## src/rtl/stream_rr_arbiter_if.sv

```systemverilog
// Bundle of every handshake and status signal around stream_rr_arbiter.
// The arbiter uses the slave modport; sources, sink and control logic use master.
//   stream_in_*  : NUM_IN packed valid/ready/keep/last sources (source i at slice i)
//   src_enable   : per-source arbitration enable
//   stream_out_* : single registered output stream
//   grant_valid  : a packet is currently owned
//   grant_id     : current or most recent owner
interface stream_rr_arbiter_if #(
  parameter int NUM_IN     = 4,
  parameter int DATA_WIDTH = 64,
  parameter int GID_W      = 2
);
  localparam int KEEP_WIDTH = DATA_WIDTH / 8;

  logic [NUM_IN*DATA_WIDTH-1:0] stream_in_DATA;
  logic [NUM_IN*KEEP_WIDTH-1:0] stream_in_KEEP;
  logic [NUM_IN-1:0]            stream_in_LAST;
  logic [NUM_IN-1:0]            stream_in_VALID;
  logic [NUM_IN-1:0]            stream_in_READY;
  logic [NUM_IN-1:0]            src_enable;
  logic [DATA_WIDTH-1:0]        stream_out_DATA;
  logic [KEEP_WIDTH-1:0]        stream_out_KEEP;
  logic                         stream_out_LAST;
  logic                         stream_out_VALID;
  logic                         stream_out_READY;
  logic                         grant_valid;
  logic [GID_W-1:0]             grant_id;

  modport slave (
    input  stream_in_DATA, stream_in_KEEP, stream_in_LAST, stream_in_VALID,
    input  src_enable, stream_out_READY,
    output stream_in_READY, stream_out_DATA, stream_out_KEEP, stream_out_LAST,
    output stream_out_VALID, grant_valid, grant_id
  );

  modport master (
    output stream_in_DATA, stream_in_KEEP, stream_in_LAST, stream_in_VALID,
    output src_enable, stream_out_READY,
    input  stream_in_READY, stream_out_DATA, stream_out_KEEP, stream_out_LAST,
    input  stream_out_VALID, grant_valid, grant_id
  );
endinterface

```

## src/rtl/stream_rr_arbiter.sv

```systemverilog
// Packet-granular round-robin arbiter: NUM_IN valid/ready/keep/last sources
// share one registered output stream. A granted source owns the output until
// its LAST beat is accepted, so packets never interleave.
// Ports:
//   clk  - rising-edge clock
//   rst  - asynchronous active-high reset
//   bus  - stream_rr_arbiter_if.slave: source streams, src_enable, output
//          stream, grant_valid / grant_id status
module stream_rr_arbiter #(
  parameter int NUM_IN     = 4,
  parameter int DATA_WIDTH = 64,
  parameter int GID_W      = 2
) (
  input  logic               clk,
  input  logic               rst,
  stream_rr_arbiter_if.slave bus
);
  localparam int KEEP_WIDTH = DATA_WIDTH / 8;

  typedef enum logic {IDLE = 1'b0, BUSY = 1'b1} state_t;

  state_t                state_q, state_d;
  logic [GID_W-1:0]      grant_id_q, grant_id_d;
  logic [GID_W-1:0]      last_grant_q, last_grant_d;
  logic [DATA_WIDTH-1:0] data_p1_q, data_p1_d;
  logic [KEEP_WIDTH-1:0] keep_p1_q, keep_p1_d;
  logic                  last_p1_q, last_p1_d;
  logic                  vld_p1_q, vld_p1_d;

  logic [NUM_IN-1:0]     req;
  logic [NUM_IN-1:0]     in_ready;
  logic [GID_W-1:0]      pick_idx;
  logic [GID_W-1:0]      pick_id;
  logic                  pick_found;
  logic [DATA_WIDTH-1:0] sel_data;
  logic [KEEP_WIDTH-1:0] sel_keep;
  logic                  sel_last;
  logic                  sel_valid;
  logic                  busy;
  logic                  out_free;
  logic                  hs;

  assign req      = bus.stream_in_VALID & bus.src_enable;
  assign busy     = (state_q == BUSY);
  // READY depends only on owner state and the output register, never on
  // stream_in_VALID, so no valid-to-ready combinational path exists.
  assign out_free = !vld_p1_q || bus.stream_out_READY;
  assign hs       = busy && out_free && sel_valid;

  // Rotating search starting just after the previous winner, wrapping at
  // NUM_IN (which need not be a power of two).
  always_comb begin
    pick_found = 1'b0;
    pick_id    = '0;
    pick_idx   = last_grant_q;
    for (int k = 0; k < NUM_IN; k++) begin
      pick_idx = (pick_idx == GID_W'(NUM_IN - 1)) ? '0 : pick_idx + 1'b1;
      if (!pick_found && req[pick_idx]) begin
        pick_found = 1'b1;
        pick_id    = pick_idx;
      end
    end
  end

  // Owner mux and per-source ready
  always_comb begin
    sel_data  = '0;
    sel_keep  = '0;
    sel_last  = 1'b0;
    sel_valid = 1'b0;
    in_ready  = '0;
    for (int i = 0; i < NUM_IN; i++) begin
      if (grant_id_q == GID_W'(i)) begin
        sel_data    = bus.stream_in_DATA[i*DATA_WIDTH +: DATA_WIDTH];
        sel_keep    = bus.stream_in_KEEP[i*KEEP_WIDTH +: KEEP_WIDTH];
        sel_last    = bus.stream_in_LAST[i];
        sel_valid   = bus.stream_in_VALID[i];
        in_ready[i] = busy && out_free;
      end
    end
  end

  always_comb begin
    state_d      = state_q;
    grant_id_d   = grant_id_q;
    last_grant_d = last_grant_q;
    data_p1_d    = data_p1_q;
    keep_p1_d    = keep_p1_q;
    last_p1_d    = last_p1_q;
    vld_p1_d     = vld_p1_q && !bus.stream_out_READY;
    case (state_q)
      IDLE: begin
        if (pick_found) begin
          grant_id_d   = pick_id;
          last_grant_d = pick_id;
          state_d      = BUSY;
        end
      end
      BUSY: begin
        // A load overrides the drain, so drain+load keeps VALID high.
        if (hs) begin
          data_p1_d = sel_data;
          keep_p1_d = sel_keep;
          last_p1_d = sel_last;
          vld_p1_d  = 1'b1;
          if (sel_last) begin
            state_d = IDLE;
          end
        end
      end
    endcase
  end

  // ---- stage p1: arbitration state and output register ----
  always_ff @(posedge clk or posedge rst) begin
    if (rst) begin
      state_q      <= IDLE;
      grant_id_q   <= '0;
      last_grant_q <= GID_W'(NUM_IN - 1);
      data_p1_q    <= '0;
      keep_p1_q    <= '0;
      last_p1_q    <= 1'b0;
      vld_p1_q     <= 1'b0;
    end else begin
      state_q      <= state_d;
      grant_id_q   <= grant_id_d;
      last_grant_q <= last_grant_d;
      data_p1_q    <= data_p1_d;
      keep_p1_q    <= keep_p1_d;
      last_p1_q    <= last_p1_d;
      vld_p1_q     <= vld_p1_d;
    end
  end

  assign bus.stream_in_READY  = in_ready;
  assign bus.stream_out_DATA  = data_p1_q;
  assign bus.stream_out_KEEP  = keep_p1_q;
  assign bus.stream_out_LAST  = last_p1_q;
  assign bus.stream_out_VALID = vld_p1_q;
  assign bus.grant_valid      = busy;
  assign bus.grant_id         = grant_id_q;
endmodule

```

## src/flat_wrapper.sv

```systemverilog
// flat-port wrapper written by rule: the top's interface ports become plain ports
module stream_rr_arbiter_flat 
#(
  parameter int NUM_IN     = 4,
  parameter int DATA_WIDTH = 64,
  parameter int GID_W      = 2
)
  (clk, rst, bus_stream_in_DATA, bus_stream_in_KEEP, bus_stream_in_LAST, bus_stream_in_VALID, bus_src_enable, bus_stream_out_READY, bus_stream_in_READY, bus_stream_out_DATA, bus_stream_out_KEEP, bus_stream_out_LAST, bus_stream_out_VALID, bus_grant_valid, bus_grant_id);
  stream_rr_arbiter_if #(.NUM_IN(NUM_IN), .DATA_WIDTH(DATA_WIDTH), .GID_W(GID_W)) bus_i ();
  input  logic clk;
  input  logic rst;
  input wire logic [$bits(bus_i.stream_in_DATA)-1:0] bus_stream_in_DATA;
  input wire logic [$bits(bus_i.stream_in_KEEP)-1:0] bus_stream_in_KEEP;
  input wire logic [$bits(bus_i.stream_in_LAST)-1:0] bus_stream_in_LAST;
  input wire logic [$bits(bus_i.stream_in_VALID)-1:0] bus_stream_in_VALID;
  input wire logic [$bits(bus_i.src_enable)-1:0] bus_src_enable;
  input wire logic [$bits(bus_i.stream_out_READY)-1:0] bus_stream_out_READY;
  output wire logic [$bits(bus_i.stream_in_READY)-1:0] bus_stream_in_READY;
  output wire logic [$bits(bus_i.stream_out_DATA)-1:0] bus_stream_out_DATA;
  output wire logic [$bits(bus_i.stream_out_KEEP)-1:0] bus_stream_out_KEEP;
  output wire logic [$bits(bus_i.stream_out_LAST)-1:0] bus_stream_out_LAST;
  output wire logic [$bits(bus_i.stream_out_VALID)-1:0] bus_stream_out_VALID;
  output wire logic [$bits(bus_i.grant_valid)-1:0] bus_grant_valid;
  output wire logic [$bits(bus_i.grant_id)-1:0] bus_grant_id;
  assign bus_i.stream_in_DATA = bus_stream_in_DATA;
  assign bus_i.stream_in_KEEP = bus_stream_in_KEEP;
  assign bus_i.stream_in_LAST = bus_stream_in_LAST;
  assign bus_i.stream_in_VALID = bus_stream_in_VALID;
  assign bus_i.src_enable = bus_src_enable;
  assign bus_i.stream_out_READY = bus_stream_out_READY;
  assign bus_stream_in_READY = bus_i.stream_in_READY;
  assign bus_stream_out_DATA = bus_i.stream_out_DATA;
  assign bus_stream_out_KEEP = bus_i.stream_out_KEEP;
  assign bus_stream_out_LAST = bus_i.stream_out_LAST;
  assign bus_stream_out_VALID = bus_i.stream_out_VALID;
  assign bus_grant_valid = bus_i.grant_valid;
  assign bus_grant_id = bus_i.grant_id;
  stream_rr_arbiter #(.NUM_IN(NUM_IN), .DATA_WIDTH(DATA_WIDTH), .GID_W(GID_W)) u_core (.clk(clk), .rst(rst), .bus(bus_i));
endmodule
```

## config.mk

```make
export PLATFORM = sky130hd
export DESIGN_NAME = stream_rr_arbiter_flat
export DESIGN_NICKNAME = d
export VERILOG_FILES = /design/src/rtl/stream_rr_arbiter_if.sv /design/src/rtl/stream_rr_arbiter.sv /design/src/flat_wrapper.sv
export SDC_FILE = /design/constraint.sdc
export NUM_CORES = 1
export LEC_CHECK = 0
export ABC_AREA = 1
export CORE_AREA = 2 2 148 150
export DETAILED_ROUTE_END_ITERATION = 12
export DIE_AREA = 0 0 150 152
export GPL_ROUTABILITY_DRIVEN = 1
export HOLD_SLACK_MARGIN = 0.06
export RECOVER_POWER = 25
export SLEW_MARGIN = 30
export SYNTH_ARGS = -nofsm -noshare
export SYNTH_HDL_FRONTEND = slang
export SYNTH_SLANG_ARGS = --single-unit
```

## constraint.sdc

```tcl
create_clock -name clk -period 2.7 [get_ports clk]
set_clock_uncertainty 0.2 [all_clocks]
set_input_delay 0.405 -clock clk [delete_from_list [all_inputs] [get_ports clk]]
set_output_delay 0.405 -clock clk [all_outputs]
set_load 0.02 [all_outputs]
```

# --- Word level (Yosys, flattened, before mapping) ---
# Cells that the tools add are included.
classes:
  bitwise_logic: 2
  eq_ne: 7
  add_sub_neg: 4
  order_cmp: 4
  muxes: 46
  reduce_logical: 15
ops:
  columns: ["operator", "n"]
  rows:
  - ["64-bit two-way mux", 4]
  - ["8-bit two-way mux", 4]
  - ["1-bit two-way mux", 25]
  - ["2-bit two-way mux", 8]
  - ["2-bit equality test, second input constant", 6]
  - ["2-bit by 3-bit less-than comparator with 1-bit output, second input constant", 4]
  - ["2-bit by 1-bit adder with 2-bit output, second input constant", 4]
  - ["1-bit binary-select mux with 2-bit select", 4]
  - ["1-bit logical AND", 6]
  - ["1-bit logical NOT", 5]
  - ["4-bit bitwise AND", 1]
  - ["2-bit AND reduction", 2]
  - ["2-bit by 1-bit equality test with 1-bit output, second input constant", 1]
  - ["2-bit logical NOT", 1]
  - ["1-bit case mux with 2 select lines", 1]
  - ["1-bit logical OR", 1]
  - ["1-bit NOT", 1]
totals:
  reg_bits: 79
  in_bits: 303

# --- Longest topological paths before layout ---
# Gate-level depths: netlist (run 1).
logic_depth:
  ltp_word: 16
  mapped_depth: 12
  ltp_nobuf: 12

# --- Worst setup path before layout (run 1) ---
# No wires, ideal clock.
synth_timing:
  path_type: "register to output"
  start: "reg u_core.grant_id_q[0], in the netlist u_core.bus.grant_id[0]"
  end: "out bus_stream_in_READY[2]"
  stages_incl_launch_ff: 5
  path_buffers: 3
  required_ps: 2095
  t_arrival_ps: 1493
  path_slack_ps: 602
  cell_sequence: "dfrtp_1 > buf_4 > buf_2 > buf_1 > nor3_1"
synth_between:
  elab_chain_cells: 2
synth_rtl:
  columns: ["element", "line", "text"]
  rows:
  - ["from (decl)", "stream_rr_arbiter.sv:23", "logic [GID_W-1:0] grant_id_q, grant_id_d;"]
  - ["from (signal assigned)", "stream_rr_arbiter.sv:126", "grant_id_q <= grant_id_d;"]
  - ["2-bit equality test", "stream_rr_arbiter.sv:73", "if (grant_id_q == GID_W'(i)) begin"]
  - ["1-bit two-way mux", "stream_rr_arbiter.sv:73", null]
  - ["to (decl)", "flat_wrapper.sv:18", "output wire logic [$bits(bus_i.stream_in_READY)-1:0] bus_stream_in_READY;"]
# Every way passes these cells.

# --- Final worst setup path (run 1) ---
layout_timing:
  start: "reg u_core.grant_id_q[1], in the netlist u_core.bus.grant_id[1]"
  end: "out bus_stream_in_READY[0]"
layout_between:
  elab_chain_cells: 2
layout_rtl:
  columns: ["element", "line"]
  rows:
  - ["2-bit logical NOT", "stream_rr_arbiter.sv:73"]
  - ["1-bit two-way mux", "stream_rr_arbiter.sv:73"]
# Every way passes these cells.

==> results.json, run 1 <==
{
  "status": "finished, violations left",
  "violations": "max-capacitance violations, max-slew violations",
  "end_kind": "output pin",
  "holdWs_ns": 0.2795,
  "antenna_found_initial": 0,
  "fin_crit_sh_pct": 95.31,
  "fin_setup_tns_ns": 0,
  "rows": 54,
  "clock_sinks": 79,
  "yosysWarnings": 0,
  "finalMaxSlewViolations": 32,
  "worst_pin_slew_ns": 1.567,
  "cts_tree": "built",
  "portBuffers": 383,
  "setup_viol": 0,
  "diodes": 0,
  "cts_setup_buffers": 0,
  "die_height_um": 152,
  "avgSynthCellArea_um2": 7.064,
  "finalCriticalPeriod_ns": 2.573,
  "area_growth_pct": 86.64,
  "post_drt_via_cell_ratio": 4.679,
  "critical_path_class": "flop to output pin",
  "die_x_um": 150,
  "p_comb_share_pct": 64.2,
  "maxCapViolations": 1,
  "core_area_um2": 21350,
  "hpwl_um": 17490,
  "switching_share_pct": 45.88,
  "rsz0062_at_grt": "no",
  "hold_buffers": 0,
  "htree_levels": 3,
  "synth_seq_cells": 79,
  "cts.clk_slew.worst_paths_ns": 0.05,
  "critPathMaxFanout": 12,
  "slew_headroom_pct": -5.025,
  "grt_pass1_vias": 6287,
  "power_frac_clock_pct": 13.7,
  "cp.arrival_ns": 1.97,
  "initialDrtViolationCount": 388,
  "fmax_ghz": 0.3886,
  "hold_violations": 0,
  "hp-class": "flop to flop",
  "cts.path.max_buffers": 2,
  "place_congestion": 0.8627,
  "clk_latency_ns": 0.33,
  "p_int_w": 0.005235,
  "seqPwrFrac_pct": 22.0,
  "postRouteAntennaNets": 0,
  "synth_cell_type_count": 28,
  "ios": 384,
  "syn_inst": 720,
  "drt_wl_total_um": 22820,
  "detail_route.wl_per_cell_um": 16.78,
  "cts_buffers": 9,
  "synth_top_area_share_pct": 37.88,
  "leakagePower_nw": 4.042,
  "grt_max_degree": 69,
  "cts_resized": 0,
  "yosysSeqAreaShare_pct": 38.92,
  "root_buffer": "clkbuf_16",
  "vias": 6363,
  "yosys-top-cells-area": "dfrtp_1 38%, nand2_1 19%, nand3_1 12%",
  "drive_above_1_share_pct": 5.833,
  "synthesis.nets": 1024,
  "grt_usage_pct": 19.41,
  "start_util_pct": 23.82,
  "powerDensity_nw_per_um2": 1019,
  "power_switching_w": 0.004437,
  "die_area_um2": 22800,
  "cp-start-kind": "flop",
  "final.fill_count": 2171,
  "firstDrtPassIters": 5,
  "grt_pass1_wl_um": 34600,
  "synth_top_area_cell": "dfrtp_1",
  "worstPathRequired_ns": 2.10,
  "grt-ovfl-total": 0,
  "nNetsFinal": 1379,
  "vdd_drop_max_uv": 588.8,
  "remaining_drc_errors": 0,
  "synth_area_um2": 5086
}
==> metrics by stage <==
stage	std cells	util, %	area [um2]	worst slack [ns]	power, W
floorplan	720	-	5086	0.07493	0.005900
global placement	1344	42.96	9171	0.1180	0.008357
global route	1360	44.46	9493	0.01594	0.01046
detailed placement	1344	42.96	9171	0.1027	0.008409
finish	1360	44.46	9493	0.1266	0.009672
CTS	1360	44.48	9497	0.06667	0.009795
==> placed cells by master (no fill, tap or decap) <==
cell             netlist  layout
a21oi_1               45      45
a221oi_1              29      29
and2_1                 1       1
buf_12                 0       8
buf_4                  6       6
bufinv_16              0       2
clkbuf_1              23       3
clkbuf_16              0       9
clkbuf_8               0       2
clkdlybuf4s50_1        0     382
clkinv_2               0       1
clkinvlp_2             0       1
dfrtp_1               77      76
dfrtp_4                0       1
dfstp_2                2       2
dlygate4sd3_1          0       1
ha_1                   1       1
inv_1                 14      13
inv_2                  2       2
nand2_1              264     264
nand2_2               12      11
nand2_4                0       1
nand3_1              122     122
nand3_2                1       1
nand4_1                2       2
nor2_1                 9       9
nor2_2                 2       1
nor2_4                 1       2
nor3_1                 2       2
o21ai_0                5       5
o21ai_1               62      62
o21ai_2               10      10
o21bai_2               1       1
o221ai_2               1       1
or2_2                  1       1
==> power by group through the flow <==
stage,Combinational [W],Clock [W],Sequential [W]
after floorplan,0.00316,0,0.00274
after global placement,0.00623,0,0.00213
after detailed placement,0.00626,0,0.00215
after CTS,0.00629,0.00137,0.00213
after global routing,0.00683,0.00142,0.00220
final,0.00621,0.00133,0.00213
==> worst max-delay path: stages (launching register included) <==
cell	delay (ns)
dfrtp_1	0.49
inv_2	0.29
nand2_1	0.14
nor2_1	0.12
clkdlybuf4s50_1	0.60
==> layer usage <==
metal | part of all wire (%) | vias up | track usage, % | routed length, um
li1 | - | 3165 | - | -
met1 | 40 | 2915 | 22.68 | 9057
met2 | 50 | 254 | 34.94 | 11380
met3 | 8.2 | 29 | 4.204 | 1860
met4 | 2.3 | 0 | 6.199 | 520
met5 | 0 | - | 0 | 0
==> state kept, by name, indices dropped and copies added, names as in the netlist <==
register	count
u_core.bus.grant_id	2
u_core.bus.grant_valid	1
u_core.bus.stream_out_DATA	64
u_core.bus.stream_out_KEEP	8
u_core.bus.stream_out_LAST	1
u_core.bus.stream_out_VALID	1
u_core.last_grant_q	2
==> Yosys cell counts, drive strengths merged <==
library cell	n
clkbuf	23
buf	31
inv	16
ha	1
and2	1
o221ai	1
dfstp	2
dfrtp	77
o21ai	77
nand3	123
nand2	276
nand4	2
or2	1
nor2	12
a221oi	29
nor3	2
o21bai	1
a21oi	45
==> kinds of logic after synthesis <==
kind of cell	count (synthesis)	share of synthesized area, %
fa+ha+maj	1	0.2460
flops	79	38.92
compound gates	153	18.25
simple gates	417	34.98
buf+inv	70	7.601
==> cell type report <==
| type | instances | area (um2) | area share (%) |
|---|---|---|---|
| repair buffers | 398 | 4043 | 42.59 |
| multi-input cells | 571 | 2730 | 28.76 |
| well taps | 280 | 350.3 | 3.691 |
| clock inverters | 3 | 65.06 | 0.6854 |
| clock buffers | 13 | 260.3 | 2.742 |
| flip-flops and latches | 79 | 1983 | 20.89 |
| inverters | 16 | 61.31 | 0.6458 |
==> final timing paths <==
check	startpoint	end	slack, ns	depth (start not counted)
worst max-delay path	u_core.bus.grant_id[1]$_DFFE_PP0P_	bus_stream_in_READY[0]	0.13	4
worst min-delay path	u_core.last_grant_q[1]$_DFFE_PP1P_	u_core.last_grant_q[1]$_DFFE_PP1P_	0.28	2
worst max register to register	u_core.bus.grant_id[1]$_DFFE_PP0P_	u_core.bus.stream_out_DATA[47]$_DFFE_PP0P_	0.45	8
worst min register to register	u_core.last_grant_q[1]$_DFFE_PP1P_	u_core.last_grant_q[1]$_DFFE_PP1P_	0.28	2
max in group asynchronous	rst	u_core.bus.grant_id[0]$_DFFE_PP0P_	0.71	2
min in group asynchronous	rst	u_core.bus.stream_out_KEEP[5]$_DFFE_PP0P_	0.70	2
(Power assumes the default switching activity.)
==> run 2, diff against run 1 <==
Settings changed: HOLD_SLACK_MARGIN 0.06 to 0.05.
==> results of run 2 <==
The final DEF is identical to that of run 1; final timing and power are the same.
==> run 3, diff against run 2 <==
Settings changed: ABC_AREA 1 to 0, CORE_AREA 2 2 148 150 to 2 2 150 152, DIE_AREA 0 0 150 152 to 0 0 152 154.
==> run 3 against run 2 <==
  * Register-to-register slack better by 0.10 ns
  * First-iteration DRC count fell by 59%
  * Maximum frequency up 1.6%
  * The run now ends clean
  * Largest cell class unchanged
  * Critical endpoint is now bus_stream_in_READY[1]
  * Clock power shrank 8%
  * Largest power group unchanged
  * Sequential power increased by 3%
==> results.json, run 3 <==
{
  "firstDrtPassIters": 4,
  "rsz0062_at_grt": "no",
  "placed_area_um2": 9071,
  "cts_tree": "built",
  "fmax_ghz": 0.3950,
  "largest_register_ff_count": 64,
  "cp-start-kind": "primary input",
  "busiest_layer": "met2",
  "mostFrequentLayoutCells": "382 x clkdlybuf4s50_1, 75 x dfrtp_1, 74 x mux4_2",
  "powerDensity_nw_per_um2": 933.1,
  "hp-start": "u_core.bus.stream_out_DATA[50]$_DFFE_PP0P_",
  "area_growth_pct": 89.40,
  "htree_levels": 3,
  "synth_area_um2": 4936,
  "start_util_pct": 22.76,
  "synthesis.nets": 599,
  "clk_latency_ns": 0.33,
  "grtUsageMet3_pct": 5.045,
  "dpl_worst_slack_ns": 0.1635,
  "synth_top_family_by_area": "multiplexers",
  "fin_setup_tns_ns": 0,
  "syn_inst": 295,
  "yosysWarnings": 0,
  "nNetsFinal": 978,
  "hold_buffers": 0,
  "r2r_slack_ns": 0.55,
  "root_buffer": "clkbuf_16",
  "cts_setup_buffers": 0,
  "multi_input_area_um2": 2743,
  "grt_max_degree": 46,
  "portBuffers": 383,
  "grt_pass1_vias": 5109,
  "status": "finished, final reports clean",
  "synthXorXnorAreaFrac_pct": 0,
  "holdWs_ns": 0.2893,
  "place_congestion": 0.9103,
  "synth_ff_type": "dfrtp_1",
  "die_height_um": 154,
  "synth_mux_area_share_pct": 50.19,
  "hold_violations": 0,
  "synth_cell_type_count": 34,
  "rr_endpoint": "u_core.bus.stream_out_DATA[28]$_DFFE_PP0P_",
  "critPathMaxFanout": 3,
  "synth-simple-area-share_pct": 2.712,
  "core_area_um2": 21690,
  "post_drt_via_cell_ratio": 4.650,
  "fin_crit_sh_pct": 93.77,
  "synth_adder_area_share_pct": 0.2535,
  "detail_route.wl_per_cell_um": 19.76,
  "hpwl_um": 15660,
  "finalMaxSlewViolations": 0,
  "initialDrtViolationCount": 160,
  "synthArstFlopShare_pct": 100.0,
  "final.fill_count": 1960,
  "cts_buffers": 9,
  "leakagePower_nw": 3.488,
  "met1_usage_pct": 17.52,
  "holdPathStages": 1,
  "cts.path.max_buffers": 2,
  "finalCriticalPeriod_ns": 2.532,
  "grt-ovfl-total": 0,
  "crit-reg2reg-launch": "u_core.bus.grant_id[0]$_DFFE_PP0P_",
  "remaining_drc_errors": 0,
  "die_area_um2": 23410,
  "synth.most_common_cell": "dfrtp_1",
  "timing.final.ws_setup_ns": 0.1681,
  "synth_compound_area_share_pct": 2.256,
  "diodes": 0,
  "synth_seq_cells": 79,
  "drt_wl_total_um": 18930,
  "end_kind": "output pin",
  "drive_above_1_share_pct": 17.40,
  "vdd_drop_max_uv": 310.1,
  "synth-edff-count": 0,
  "postRouteAntennaNets": 0,
  "final_common_cell": "clkdlybuf4s50_1",
  "maxCapViolations": 0,
  "cp.arrival_ns": 1.93,
  "hp-class": "flop to flop",
  "setup_viol": 0,
  "final_util_pct": 43.11,
  "grt_pass1_wl_um": 29060,
  "synth_commonest_cells": "77 x dfrtp_1, 74 x mux4_2, 59 x mux2_1",
  "synth_top_area_cell": "dfrtp_1",
  "clock_sinks": 79,
  "worstPathRequired_ns": 2.10,
  "yosysSeqAreaShare_pct": 40.10,
  "vias": 4455,
  "die_x_um": 152,
  "grt_usage_pct": 16.00,
  "slew_headroom_pct": 6.289,
  "antenna_found_initial": 0,
  "whs_endpoint": "u_core.bus.stream_out_DATA[50]$_DFFE_PP0P_",
  "cts.clk_slew.worst_paths_ns": 0.05,
  "cts_resized": 0,
  "ios": 384,
  "final_area_um2": 9349,
  "synth_top_area_share_pct": 39.04,
  "rows": 54,
  "use_met2_pct": 29.41,
  "seqCellArea_um2": 1987,
  "avgSynthCellArea_um2": 16.73,
  "worst_pin_slew_ns": 1.398,
  "critical_path_class": "primary input to output pin",
  "yosys-top-cells-area": "dfrtp_1 39%, mux4_2 34%, mux2_1 13%",
  "r2r_cells": 3
}
==> run 3: cell count changes in the layout (fill, tap and decap cells not counted), sizes merged, moves of 9 or more <==
| cell | previous run | this run |
|---|---|---|
| nand2 | 276 | 11 |
| nand3 | 123 | 2 |
| o21ai | 77 | 0 |
| mux4 | 0 | 74 |
| mux2 | 0 | 72 |
| a21oi | 45 | 1 |
| a221oi | 29 | 0 |
| inv | 15 | 2 |
| nor2 | 12 | 3 |
==> run 3: final cells by class <==
type	count	share of cell area, %
clock buffers	11	2.703
clock inverters	4	0.4818
inverters	3	0.1338
multi-input cells	187	29.34
flip-flops and latches	79	21.25
well taps	280	3.747
repair buffers	394	42.34
==> run 3: logic make-up after synthesis <==
logic type / after synthesis
compound gates: 14
flops: 79
simple gates: 26
mux: 146
fa+ha+maj: 1
buf+inv: 29
==> run 3: where the power goes <==
group          switching [W]  internal (W)
sequential          0.000367       0.00183
clock               0.000470      0.000756
combinational        0.00234       0.00296
total                0.00317       0.00555
==> run 3: worst max path at each step <==
stage,startpoint,slack [ns],endpoint,cells past startpoint
floorplan,rst,0.07,u_core.bus.grant_id[0]$_DFFE_PP0P_,1
global placement,bus_stream_out_READY,0.17,bus_stream_in_READY[1],5
detailed placement,bus_stream_in_VALID[0],0.16,u_core.bus.stream_out_DATA[57]$_DFFE_PP0P_,5
CTS,bus_stream_out_READY,0.16,bus_stream_in_READY[1],5
global route,bus_stream_out_READY,0.07,bus_stream_in_READY[2],5
finish,bus_stream_out_READY,0.17,bus_stream_in_READY[1],5
==> run 3: critical path, stage by stage <==
cell and delay, ns:
clkdlybuf4s50_1 0.45, nand2b_1 0.14, nand2_1 0.10, nor3b_1 0.21
clkdlybuf4s50_1 0.63
==> run 3: per-layer routing <==
layer,vias up,share of wire (%)
met5,-,0
met4,0,1.8
met3,22,8.2
met2,260,54
met1,2212,36
li1,1961,-
==> run 3: through the flow <==
step,std cells,power [W]
after CTS,958,0.008913
after floorplan,295,0.005357
after detailed placement,943,0.007618
final,958,0.008724
after global placement,943,0.007507
after global routing,958,0.009261
